--- config.mk ---
export PLATFORM = sky130hd
export DESIGN_NAME = ordenador_n_flat
export DESIGN_NICKNAME = d
export VERILOG_FILES = /design/src/rtl/ordenador_n_if.sv /design/src/rtl/ordenador_n.sv /design/src/flat_wrapper.sv
export SDC_FILE = /design/constraint.sdc
export NUM_CORES = 1
export LEC_CHECK = 0
export BUFFER_PORTS_ARGS = -buffer_cell sky130_fd_sc_hd__buf_2
export CAP_MARGIN = 10
export CORE_MARGIN = 3
export CORE_UTILIZATION = 57
export CTS_CLUSTER_SIZE = 20
export DETAILED_ROUTE_END_ITERATION = 16
export GPL_TIMING_DRIVEN = 0
export HOLD_SLACK_MARGIN = 0.15
export PLACE_DENSITY = 0.79
export SLEW_MARGIN = 20
export SYNTH_ARGS = -nofsm -noshare
export SYNTH_HDL_FRONTEND = slang
export SYNTH_SLANG_ARGS = --single-unit
--- constraint.sdc ---
create_clock -name clock -period 3.65 [get_ports clock]
set_clock_uncertainty 0.1 [all_clocks]
set_input_delay 1.095 -clock clock [delete_from_list [all_inputs] [get_ports clock]]
set_output_delay 1.095 -clock clock [all_outputs]
set_load 0.02 [all_outputs]
--- src/rtl/ordenador_n_if.sv ---
// ordenador_n_if: load/sort/read bus of the ordenador_n sorter.
// master = the side that writes data, starts runs and reads results;
// slave  = the sorter itself.
interface ordenador_n_if #(
  parameter int W  = 8,
  parameter int AW = 4
);
  logic          start;
  logic          we;
  logic [AW-1:0] wa;
  logic [W-1:0]  entrada;
  logic          descending;
  logic [AW-1:0] ra;
  logic [W-1:0]  saida;
  logic          idle;
  logic          done;

  modport master (
    output start, we, wa, entrada, descending, ra,
    input  saida, idle, done
  );

  modport slave (
    input  start, we, wa, entrada, descending, ra,
    output saida, idle, done
  );
endinterface

--- src/rtl/ordenador_n.sv ---
// ordenador_n: N-element odd-even transposition sorter.
// Elements are written into an input memory, a start copies them into a
// working array that goes through one compare-exchange phase per clock,
// and the final array is committed to an output memory read through ra.
// Optional feature macro: ORDENADOR_EARLY_EXIT_EN -- finish the run as soon
// as two consecutive phases made no swap (the array is then sorted).
//
// state   | meaning
// --------+-----------------------------------------------------------
// READING | accepting writes, output memory stable, waiting for start
// SORTING | one odd-even phase per clock, writes and start ignored
module ordenador_n #(
  parameter int N  = 9,
  parameter int W  = 8,
  parameter int AW = 4
) (
  input  logic         clock,
  input  logic         reset,
  ordenador_n_if.slave bus
);

  localparam int PW = $clog2(N);

  typedef enum logic {
    READING = 1'b0,
    SORTING = 1'b1
  } state_t;

  state_t        state;
  state_t        state_n;
  logic [W-1:0]  in_mem  [N];
  logic [W-1:0]  work    [N];
  logic [W-1:0]  out_mem [N];
  logic [W-1:0]  stepped [N];
  logic [PW-1:0] phase;
  logic          mode;
  logic          done_q;
  logic          load;
  logic          step;
  logic          commit;
  logic          last_phase;
  logic [W-1:0]  saida_c;
`ifdef ORDENADOR_EARLY_EXIT_EN
  logic          swap_any;
  logic          prev_quiet;
`endif

  // One compare-exchange phase on the working array; pairs are disjoint,
  // so every compare reads the unmodified array. Equal values stay put.
  always_comb begin
    for (int i = 0; i < N; i++) stepped[i] = work[i];
`ifdef ORDENADOR_EARLY_EXIT_EN
    swap_any = 1'b0;
`endif
    for (int i = 0; i < N - 1; i++) begin
      if (i[0] == phase[0]) begin
        if (mode ? (work[i] < work[i+1]) : (work[i] > work[i+1])) begin
          stepped[i]   = work[i+1];
          stepped[i+1] = work[i];
`ifdef ORDENADOR_EARLY_EXIT_EN
          swap_any = 1'b1;
`endif
        end
      end
    end
  end

  // Run ends after phase N-1, or earlier once two phases in a row were quiet.
  always_comb begin
    last_phase = (phase == PW'(N - 1));
`ifdef ORDENADOR_EARLY_EXIT_EN
    if ((phase != '0) && !swap_any && prev_quiet) last_phase = 1'b1;
`endif
  end

  // State register.
  always_ff @(posedge clock) begin
    if (reset) state <= READING;
    else       state <= state_n;
  end

  // Next-state and control strobes.
  always_comb begin
    state_n = state;
    load    = 1'b0;
    step    = 1'b0;
    commit  = 1'b0;
    case (state)
      READING: begin
        if (bus.start) begin
          state_n = SORTING;
          load    = 1'b1;
        end
      end
      SORTING: begin
        step = 1'b1;
        if (last_phase) begin
          commit  = 1'b1;
          state_n = READING;
        end
      end
      default: state_n = READING;
    endcase
  end

  // Memories, working array, phase counter, latched mode and done pulse.
  always_ff @(posedge clock) begin
    if (reset) begin
      for (int i = 0; i < N; i++) begin
        in_mem[i]  <= '0;
        work[i]    <= '0;
        out_mem[i] <= '0;
      end
      phase      <= '0;
      mode       <= 1'b0;
      done_q     <= 1'b0;
`ifdef ORDENADOR_EARLY_EXIT_EN
      prev_quiet <= 1'b0;
`endif
    end else begin
      done_q <= commit;
      if (state == READING) begin
        for (int i = 0; i < N; i++)
          if (bus.we && (bus.wa == AW'(i))) in_mem[i] <= bus.entrada;
      end
      if (load) begin
        // A write landing on the start edge goes straight into the run.
        for (int i = 0; i < N; i++)
          work[i] <= (bus.we && (bus.wa == AW'(i))) ? bus.entrada : in_mem[i];
        mode  <= bus.descending;
        phase <= '0;
`ifdef ORDENADOR_EARLY_EXIT_EN
        prev_quiet <= 1'b0;
`endif
      end else if (step) begin
        for (int i = 0; i < N; i++) work[i] <= stepped[i];
        if (!commit) phase <= phase + PW'(1);
`ifdef ORDENADOR_EARLY_EXIT_EN
        prev_quiet <= !swap_any;
`endif
      end
      if (commit) begin
        for (int i = 0; i < N; i++) out_mem[i] <= stepped[i];
      end
    end
  end

  // Output read port; addresses at or above N read as zero.
  always_comb begin
    saida_c = '0;
    for (int i = 0; i < N; i++)
      if (bus.ra == AW'(i)) saida_c = out_mem[i];
  end

  assign bus.saida = saida_c;
  assign bus.idle  = (state == READING);
  assign bus.done  = done_q;

endmodule
--- src/flat_wrapper.sv ---
// flat-port wrapper written by rule: the top's interface ports become plain ports
module ordenador_n_flat 
#(
  parameter int N  = 9,
  parameter int W  = 8,
  parameter int AW = 4
)
  (clock, reset, bus_start, bus_we, bus_wa, bus_entrada, bus_descending, bus_ra, bus_saida, bus_idle, bus_done);
  ordenador_n_if #(.W(W), .AW(AW)) bus_i ();
  input  logic clock;
  input  logic reset;
  input wire logic [$bits(bus_i.start)-1:0] bus_start;
  input wire logic [$bits(bus_i.we)-1:0] bus_we;
  input wire logic [$bits(bus_i.wa)-1:0] bus_wa;
  input wire logic [$bits(bus_i.entrada)-1:0] bus_entrada;
  input wire logic [$bits(bus_i.descending)-1:0] bus_descending;
  input wire logic [$bits(bus_i.ra)-1:0] bus_ra;
  output wire logic [$bits(bus_i.saida)-1:0] bus_saida;
  output wire logic [$bits(bus_i.idle)-1:0] bus_idle;
  output wire logic [$bits(bus_i.done)-1:0] bus_done;
  assign bus_i.start = bus_start;
  assign bus_i.we = bus_we;
  assign bus_i.wa = bus_wa;
  assign bus_i.entrada = bus_entrada;
  assign bus_i.descending = bus_descending;
  assign bus_i.ra = bus_ra;
  assign bus_saida = bus_i.saida;
  assign bus_idle = bus_i.idle;
  assign bus_done = bus_i.done;
  ordenador_n #(.N(N), .W(W), .AW(AW)) u_core (.clock(clock), .reset(reset), .bus(bus_i));
endmodule
==> run summary, run 1 <==
Status -> finished, final reports clean
Nets@finish -> 1,219
Starting density of the core -> 59.16%
Category of the critical setup timing path -> in2out
Worst-margin pin slew -> 0.8147 ns
Launch point of the worst hold path -> u_core.phase[2]
Max-Slew Margin vs Limit -> 45.69%
Data required, critical path -> 2.45 ns
Wire length of the first global-routing pass -> 53,130 µm
Least setup slack across all paths after layout -> 0.05682 ns
Worst-path fanout max -> 9
Top-area cell type share of the netlist area -> 51.19%
I/O pin total -> 31
Worst Path Arrival -> 2.40 ns
Row count -> 53
Vias per cell -> 6.507
Maximum capacitance violations -> 0
Post-synthesis cell count -> 1,084
Count of routing violations after the opening detailed-route iteration -> 1,175
Buffer cell driving the clock tree root -> clkbuf_16
Via count of the first global-routing pass -> 8,588
DRT antenna net count -> 0
Leading register cell type out of synthesis -> edfxtp_1
Floorplan die area -> 24,050 µm²
Class of the worst hold path -> reg2reg
Die boundary height -> 155.1 µm
Final setup vio count -> 0
Number of failing hold endpoints at the final stage -> 0
Number of buffers created by CTS -> 24
R2r endpoint -> u_core.work[0][5]
Detail-routed net length per standard cell -> 24.96 µm
Die extent in x -> 155.1 µm
CTS Buffer Depth -> 3
Hpwl dp -> 26,980 µm
Critical Path Source Type -> primary input
Time the final worst path needs with I/O delays and setup -> 3.593 ns
Global route overflow -> 0
Area added between synthesis and finish -> 11.23%
Max-slew violations -> 0
Count of different cell masters after synthesis -> 60
Top cells by area in the synthesized netlist -> edfxtp_1 51%, mux2i_1 12%, ha_1 6.5%
Pre-Repair DR Iteration Count -> 8
CTS tree -> yes
Maximum clock frequency -> 0.2783 GHz
RSZ-0062 raised after global routing -> no
Synthesized area per cell -> 11.69 µm²
Total power density per cell area -> 524.2 nW/µm²
Initial antenna violation count -> 0
Fraction of the yosys area taken by sequential cells -> 52.30%
Gpl congestion -> 0.9524
Flops & latches, synth -> 223
Post-synthesis net count -> 1,171
Clock latency of the later-clocked register in the worst-skew pair -> 0.53 ns
Register-to-register setup slack -> 0.27 ns
Yosys top cell by area -> edfxtp_1
Cell area after technology mapping -> 12,670 µm²
Number of vias in the routed layout -> 9,272
Cell with the most instances after synthesis -> edfxtp_1
Total number of clock tree sinks -> 223
Final worst-path cycle share -> 98.44%
Worst ir drop on vdd -> 351.6 µV
Fraction of final layout cells sized beyond drive strength 1 -> 9.913%
GRT Util Overall -> 29.29%
Commonest cells in the synthesized netlist -> 216 x edfxtp_1, 146 x mux2i_1, 99 x o21ai_0
Final Routed Wirelength -> 35,570 µm
Count of yosys warnings during synthesis -> 0
Pin count of the biggest net entering global routing -> 39
Crit Reg-Reg Startpoint -> u_core.work[0][9]
Number of remaining DRC errors -> 0
Kind of end point of the critical path -> output port
Clock-pin slew reported for the worst setup and hold paths after clock tree synthesis -> 0.06 ns
Register-to-Register Path Depth -> 10
Number of cells traversed by the worst hold path -> 2
Number of H-tree branching levels -> 1
End of the worst hold path -> u_core.phase[2]
Port Buffer Count -> 18
Antenna Cells -> 0
Hold slack -> 0.4691 ns
Ys async rst share -> 0%
Standby leakage power -> 5.641 nW
Core region area -> 21,420 µm²
Post-Place Worst Slack -> -0.3926 ns
Number of synthesized flops with an enable pin -> 216
-- per-layer routing --
layer / up-vias / track usage, % / part of all wire (%)
li1: 4275 / - / -
met1: 4423 / 42.84 / 41
met2: 536 / 43.09 / 43
met3: 38 / 10.18 / 14
met4: 0 / 5.467 / 1.4
met5: - / 0 / 0
-- kinds of logic after synthesis --
| group | Yosys count | share of synthesized area [%] |
|---|---|---|
| DFF | 223 | 52.30 |
| adders and majority gates | 66 | 6.517 |
| xor gates and xnor gates | 1 | 0.06913 |
| and+or+nand+nor | 176 | 7.189 |
| muxes | 155 | 12.96 |
| buffers and inverters | 145 | 4.769 |
| AOI/OAI and AO/OA | 318 | 16.20 |
-- cell usage in the layout (no fill, tap or decap), types with 11 or more instances in the layout --
master	n
a31oi_1	12
ha_1	66
o22ai_1	32
a21oi_1	78
o21bai_1	13
clkbuf_16	25
nand3_1	16
o32a_1	31
nand4_1	11
clkbuf_1	38
nand2_1	32
nor2_1	51
and2_1	18
o21ai_0	97
buf_2	30
mux2i_1	146
edfxtp_1	216
inv_1	73
-- registers in the layout, summed over array words and instances (netlist names) --
register / flops
u_core.bus.done: 1
u_core.phase: 4
u_core.work: 72
u_core.state: 1
u_core.out_mem: 72
u_core.in_mem: 72
u_core.mode: 1
-- per-stage QoR --
step / power, W / cells / setup TNS [ns] / cell area (µm²) / util, %
after floorplan: 0.004312 / 1084 / 0 / 12670 / -
after global placement: 0.004790 / 1377 / -53.82 / 13110 / 61.20
after detailed placement: 0.004817 / 1379 / -2.547 / 13160 / 61.43
after CTS: 0.007314 / 1423 / 0 / 14020 / 65.44
after global routing: 0.007650 / 1425 / 0 / 14090 / 65.80
final: 0.007388 / 1425 / 0 / 14090 / 65.80
-- power by group --
part	internal, W	switching [W]	leakage (nW)
clock network	0.00153	0.00100	0.400
registers	0.00301	0.000163	2.36
logic	0.000588	0.00109	2.88
total	0.00513	0.00226	5.64
-- worst max-delay path, cell delays in order --
cell      delay, ns
clkbuf_4       0.17
mux2_2         0.34
a22oi_1        0.19
o221ai_1       0.20
a22oi_1        0.18
nand2_1        0.06
buf_2          0.16
-- layout make-up --
| type | instances | area, µm² |
|---|---|---|
| inverters | 74 | 277.8 |
| flip-flops and latches | 223 | 6626 |
| multi-input cells | 716 | 5497 |
| repair buffers | 23 | 157.7 |
| clock inverters | 11 | 137.6 |
| fillers | 1629 | 7326 |
| clock buffers | 33 | 685.7 |
| plain buffers | 70 | 367.9 |
| well taps | 275 | 344.1 |
-- worst max-delay path by stage --
| stage | start | endpoint | slack, ns | cells after the start |
|---|---|---|---|---|
| after floorplan | bus_ra[0] | bus_saida[0] | 0.06 | 5 |
| after global placement | reset | u_core.work[0][13] | -0.72 | 2 |
| after detailed placement | bus_ra[1] | bus_saida[5] | -0.39 | 6 |
| after CTS | bus_ra[0] | bus_saida[0] | 0.002 | 7 |
| after global routing | bus_ra[2] | bus_saida[2] | 0.004 | 7 |
| final | bus_ra[2] | bus_saida[2] | 0.06 | 7 |
-- repair_timing --
| action | 4_1_cts | 5_1_grt |
|---|---|---|
| pin swaps | 3 | 3 |
| buffers inserted | 0 | 3 |
| resized for setup | 13 | 19 |
| hold buffers | 0 | 0 |
| setup endpoints to repair | 8 | 8 |
Note: power is estimated with default switching activity, not from simulation.
==> run 2, diff against run 1 <==
--- a/config.mk
+++ b/config.mk
@@ -7,12 +7,14 @@
 export LEC_CHECK = 0
 export BUFFER_PORTS_ARGS = -buffer_cell sky130_fd_sc_hd__buf_2
 export CAP_MARGIN = 10
+export CELL_PAD_IN_SITES_DETAIL_PLACEMENT = 1
+export CELL_PAD_IN_SITES_GLOBAL_PLACEMENT = 1
 export CORE_MARGIN = 3
-export CORE_UTILIZATION = 57
+export CORE_UTILIZATION = 47
 export CTS_CLUSTER_SIZE = 20
 export DETAILED_ROUTE_END_ITERATION = 16
 export GPL_TIMING_DRIVEN = 0
-export HOLD_SLACK_MARGIN = 0.15
+export HOLD_SLACK_MARGIN = 0.02
 export PLACE_DENSITY = 0.79
 export SLEW_MARGIN = 20
 export SYNTH_ARGS = -nofsm -noshare
==> run summary, run 2 (same netlist as run 1, synthesis figures left out) <==
Number of remaining DRC errors -> 0 (unchanged)
Buffer cell driving the clock tree root -> clkbuf_16
Max-Slew Margin vs Limit -> 47.29% (+1.6 points)
Gpl congestion -> 0.9367 (-1.6%)
Row count -> 59 (+11%)
Global route overflow -> 0 (unchanged)
Kind of end point of the critical path -> output port
Vias per cell -> 6.426 (-1.2%)
Count of routing violations after the opening detailed-route iteration -> 1,117 (-4.9%)
CTS tree -> yes
Port Buffer Count -> 18 (unchanged)
Worst ir drop on vdd -> 355.2 µV (+1.0%)
Maximum clock frequency -> 0.2801 GHz (+0.66%)
Total number of clock tree sinks -> 223 (unchanged)
Final Routed Wirelength -> 39,980 µm (+12%)
Number of buffers created by CTS -> 25 (+4.2%)
Leading registers by flop count -> u_core.in_mem: 72 flops, u_core.out_mem: 72 flops, u_core.work: 72 flops
Die boundary height -> 170.2 µm (+9.7%)
DRT antenna net count -> 0 (unchanged)
Standby leakage power -> 5.639 nW (about the same)
GRT Util Overall -> 27.52% (-1.8 points)
Hpwl dp -> 30,750 µm (+14%)
Nets@finish -> 1,223 (+0.33%)
Antenna Cells -> 0 (unchanged)
Detail-routed net length per standard cell -> 26.87 µm (+7.7%)
Class of the worst hold path -> reg2reg
Initial antenna violation count -> 0 (unchanged)
Clock-pin slew reported for the worst setup and hold paths after clock tree synthesis -> 0.06 ns (about the same)
Die extent in x -> 170.2 µm (+9.7%)
Worst-margin pin slew -> 0.7846 ns (-0.03009 ns)
Area added between synthesis and finish -> 11.92%
Pre-Repair DR Iteration Count -> 5 (-3)
Number of failing hold endpoints at the final stage -> 0 (unchanged)
Data required, critical path -> 2.45 ns (about the same)
Most frequent cells in the layout -> 216 x edfxtp_1, 146 x mux2i_1, 95 x o21ai_0
Starting density of the core -> 48.21% (-11 points)
Worst-path fanout max -> 8 (-1)
Category of the critical setup timing path -> in2out
Time the final worst path needs with I/O delays and setup -> 3.570 ns (-0.02365 ns)
CTS Buffer Depth -> 3 (unchanged)
Total power density per cell area -> 518.3 nW/µm² (-1.1%)
Fraction of final layout cells sized beyond drive strength 1 -> 10.06% (+0.15 points)
Final worst-path cycle share -> 97.80% (-0.65 points)
Most common cell after layout, fill and taps aside -> edfxtp_1
Final cell utilization of the core -> 53.96% (-12 points)
Pin count of the biggest net entering global routing -> 41 (+5.1%)
Number of H-tree branching levels -> 1 (unchanged)
Multi-input gate area in the final layout -> 5497 µm² (unchanged)
Via count of the first global-routing pass -> 9,512 (+11%)
Total power draw -> 0.007350 W (-0.52%)
Status -> finished, final reports clean
Worst Path Arrival -> 2.37 ns (-0.03 ns)
Floorplan die area -> 28,970 µm² (+20%)
Core region area -> 26,280 µm² (+23%)
I/O pin total -> 31 (unchanged)
Register area -> 6626 µm² (unchanged)
Final setup vio count -> 0 (unchanged)
Maximum capacitance violations -> 0 (unchanged)
Wire length of the first global-routing pass -> 59,620 µm (+12%)
Fill cell instance count of the final layout -> 2,724 (+67%)
Max-slew violations -> 0 (unchanged)
Number of vias in the routed layout -> 9,562 (+3.1%)
Critical Path Source Type -> primary input
Clock latency of the later-clocked register in the worst-skew pair -> 0.52 ns (about the same)
run 2: cell count changes in the layout (fill, tap and decap cells not counted), moves of 2 or more:
cell,delta
clkbuf_8,-3
o21ai_0,-2
o21ai_1,+2
clkinv_1,+2
nor2b_4,-2
buf_4,+2
clkbuf_16,+2
nor2b_2,+2
run 2: worst paths after layout:
path                     start                 to  slack, ns  cells past startpoint
max                  bus_ra[1]       bus_saida[5]       0.08                      7
min            u_core.phase[2]    u_core.phase[2]       0.46                      2
max reg2reg  u_core.work[0][9]  u_core.work[0][1]       0.23                      9
min reg2reg    u_core.phase[2]    u_core.phase[2]       0.46                      2
run 2: routing by layer:
metal  global-route usage (%)  vias up  wire [µm]
met3                    5.459       46       3597
li1                         -     4289          -
met5                        0        -          0
met2                    43.39      384      18360
met1                    39.83     4843      17240
met4                    6.032        0        784
run 2: final cells by class:
cell class                      instances  area share, %
Sequential cell                       223          46.73
Timing Repair Buffer                   26          1.394
Tap cell                              335          2.956
Buffer                                 70          2.682
Inverter                               74          1.959
Multi-Input combinational cell        716          38.76
Clock buffer                           31          4.570
Clock inverter                         13         0.9529
run 2: repair_timing:
action | 4_1_cts | 5_1_grt
endpoints found under the setup margin | 8 | 7
hold buffers | 0 | 0
buffers inserted | 2 | 3
pin swaps | 4 | 4
gates resized for setup | 18 | 18
gates cloned | 0 | 1
run 2: stage by stage:
stage	hold slack (ns)	cells	worst slack [ns]	area, µm²	TNS [ns]
after floorplan	0.4212	1084	0.06157	12670	0
after global placement	0.4525	1437	-0.7124	13180	-53.89
after detailed placement	0.4573	1439	-0.4381	13230	-4.200
after CTS	0.4657	1484	0.009007	14090	0
after global routing	0.5173	1488	-0.002556	14180	-0.002556
final	0.4607	1488	0.08047	14180	0
run 2: power breakdown:
group	internal, W	total [W]	switching, W
clock	0.00141	0.00242	0.00101
combinational	0.000597	0.00174	0.00114
sequential	0.00301	0.00320	0.000183
run 2: worst max-delay path, stage by stage:
cell and delay (ns):
buf_4 0.14, clkbuf_16 0.17, nor4b_4 0.05, buf_4 0.15, a222oi_1 0.41, o21ai_1 0.16, buf_2 0.19
==> run 3, diff against run 2 <==
--- a/config.mk
+++ b/config.mk
@@ -16,6 +16,7 @@
 export GPL_TIMING_DRIVEN = 0
 export HOLD_SLACK_MARGIN = 0.02
 export PLACE_DENSITY = 0.79
+export REMOVE_ABC_BUFFERS = 1
 export SLEW_MARGIN = 20
 export SYNTH_ARGS = -nofsm -noshare
 export SYNTH_HDL_FRONTEND = slang
==> run summary, run 3 (same netlist as run 1, synthesis figures left out) <==
I/O pin total -> 31 (unchanged)
End of the worst hold path -> u_core.phase[2]
Port Buffer Count -> 30 (+12)
Number of H-tree branching levels -> 1 (unchanged)
Floorplan die area -> 28,970 µm² (unchanged)
Status -> finished, final reports clean
Total number of clock tree sinks -> 223 (unchanged)
Post-Place Worst Slack -> -1.015 ns (-0.5766 ns)
Final worst-path cycle share -> 99.34% (+1.5 points)
Final cell utilization of the core -> 53.64% (-0.32 points)
CTS Buffer Depth -> 3 (unchanged)
Pre-Repair DR Iteration Count -> 5 (unchanged)
Maximum clock frequency -> 0.2758 GHz (-1.6%)
Worst ir drop on vdd -> 298.0 µV (-16%)
Clock-pin slew reported for the worst setup and hold paths after clock tree synthesis -> 0.06 ns (about the same)
Clock latency of the later-clocked register in the worst-skew pair -> 0.52 ns (about the same)
Time the final worst path needs with I/O delays and setup -> 3.626 ns (+0.05623 ns)
Global route overflow -> 0 (unchanged)
Hpwl dp -> 27,240 µm (-11%)
Vias per cell -> 6.473 (+0.73%)
Number of vias in the routed layout -> 9,295 (-2.8%)
Class of the worst hold path -> reg2reg
Core region area -> 26,280 µm² (unchanged)
Least setup slack across all paths after layout -> 0.02424 ns (-0.05623 ns)
Crit Reg-Reg Startpoint -> u_core.work[0][9]
Final Routed Wirelength -> 38,570 µm (-3.5%)
Worst-margin pin slew -> 1.158 ns (+0.3737 ns)
Dpl cell area -> 13,150 µm² (-0.65%)
Worst Path Arrival -> 2.43 ns (+0.06 ns)
Number of buffers created by CTS -> 24 (-4.0%)
Data required, critical path -> 2.45 ns (about the same)
Detail-routed net length per standard cell -> 26.86 µm (about the same)
Maximum capacitance violations -> 0 (unchanged)
Number of failing hold endpoints at the final stage -> 0 (unchanged)
Number of remaining DRC errors -> 0 (unchanged)
Leading registers by flop count -> u_core.in_mem: 72 flops, u_core.out_mem: 72 flops, u_core.work: 72 flops
Final setup vio count -> 0 (unchanged)
Total power draw -> 0.007360 W (+0.14%)
RSZ-0062 raised after global routing -> yes
Count of routing violations after the opening detailed-route iteration -> 915 (-18%)
Pin count of the biggest net entering global routing -> 44 (+7.3%)
Register-to-Register Path Depth -> 9 (unchanged)
Nets@finish -> 1,170 (-4.3%)
Number of cells traversed by the worst hold path -> 2 (unchanged)
Starting density of the core -> 48.21% (unchanged)
Most common cell after layout, fill and taps aside -> edfxtp_1
Setup_tns -> 0 ns (unchanged)
Antenna Cells -> 0 (unchanged)
Gpl congestion -> 0.8971 (-4.2%)
Launch point of the worst hold path -> u_core.phase[2]
Wire length of the first global-routing pass -> 57,790 µm (-3.1%)
R2r endpoint -> u_core.work[0][1]
Total power density per cell area -> 522.1 nW/µm² (+0.74%)
Area added between synthesis and finish -> 11.26%
Max-Slew Margin vs Limit -> 22.19% (-25 points)
Row count -> 59 (unchanged)
GRT Util Overall -> 26.22% (-1.3 points)
Standby leakage power -> 5.614 nW (-0.44%)
Die boundary height -> 170.2 µm (unchanged)
Buffer cell driving the clock tree root -> clkbuf_16
DRT antenna net count -> 0 (unchanged)
Final design area excluding fillers -> 14,100 µm² (-0.59%)
Most frequent cells in the layout -> 216 x edfxtp_1, 146 x mux2i_1, 96 x o21ai_0
Fraction of final layout cells sized beyond drive strength 1 -> 10.54% (+0.48 points)
Kind of end point of the critical path -> output port
Die extent in x -> 170.2 µm (unchanged)
Worst-path fanout max -> 16 (+8)
Critical Path Source Type -> primary input
Register-to-register setup slack -> 0.08 ns (-0.15 ns)
Max-slew violations -> 0 (unchanged)
Category of the critical setup timing path -> in2out
CTS tree -> yes
Initial antenna violation count -> 0 (unchanged)
Via count of the first global-routing pass -> 9,352 (-1.7%)
run 3: cell count changes in the layout (fill, tap and decap cells not counted), sizes merged:
cell	delta
inv	-2
clkbuf	-28
clkinv	-6
buf	-16
run 3: critical path: stages:
cell and delay [ns]:
buf_16 0.14, mux4_2 0.53, nor2b_1 0.17, a21oi_2 0.17
o21ai_0 0.13, buf_2 0.19
run 3: layer usage:
metal  up-vias  track usage, %  routed length, µm
met5         -               0                  0
met4         0           5.891                771
met3        48           3.926               2863
met2       340           42.32              18160
met1      4738           37.84              16770
li1       4169               -                  -
run 3: cell type report:
cell class | instances | area (µm²)
Clock buffer | 40 | 721.9
Clock inverter | 4 | 70.07
Fill cell | 2687 | 12180
Inverter | 74 | 281.5
Multi-Input combinational cell | 716 | 5583
Sequential cell | 223 | 6626
Tap cell | 335 | 419.2
Timing Repair Buffer | 43 | 387.9
Timing Repair inverter | 1 | 7.507
run 3: stage by stage:
stage	hold slack, ns	cells
6_report	0.4797	1436
5_1_grt	0.5317	1436
4_1_cts	0.4772	1433
3_5_place_dp	0.4742	1388
3_3_place_gp	0.4531	1378
2_1_floorplan	0.4212	1013
run 3: worst max path at each step:
stage	to	slack, ns	start
floorplan	u_core.work[0][55]	0.17	u_core.work[0][55]
global placement	u_core.out_mem[0][24]	-2.20	reset
detailed placement	u_core.out_mem[0][24]	-1.01	reset
CTS	bus_saida[0]	0.004	bus_ra[1]
global route	bus_saida[3]	-0.009	bus_ra[0]
finish	bus_saida[4]	0.02	bus_ra[0]
run 3: timing repair:
| action | CTS | global route |
|---|---|---|
| pin swaps | 1 | 4 |
| hold buffers | 0 | 0 |
| resized for setup | 24 | 14 |
| endpoints found under the setup margin | 41 | 7 |
| cloned | 1 | 0 |
| setup buffers | 0 | 3 |
run 3: power breakdown:
group	switching [W]	internal [W]
clock	0.00100	0.00148
sequential	0.000168	0.00301
combinational	0.00109	0.000604
total	0.00226	0.00510
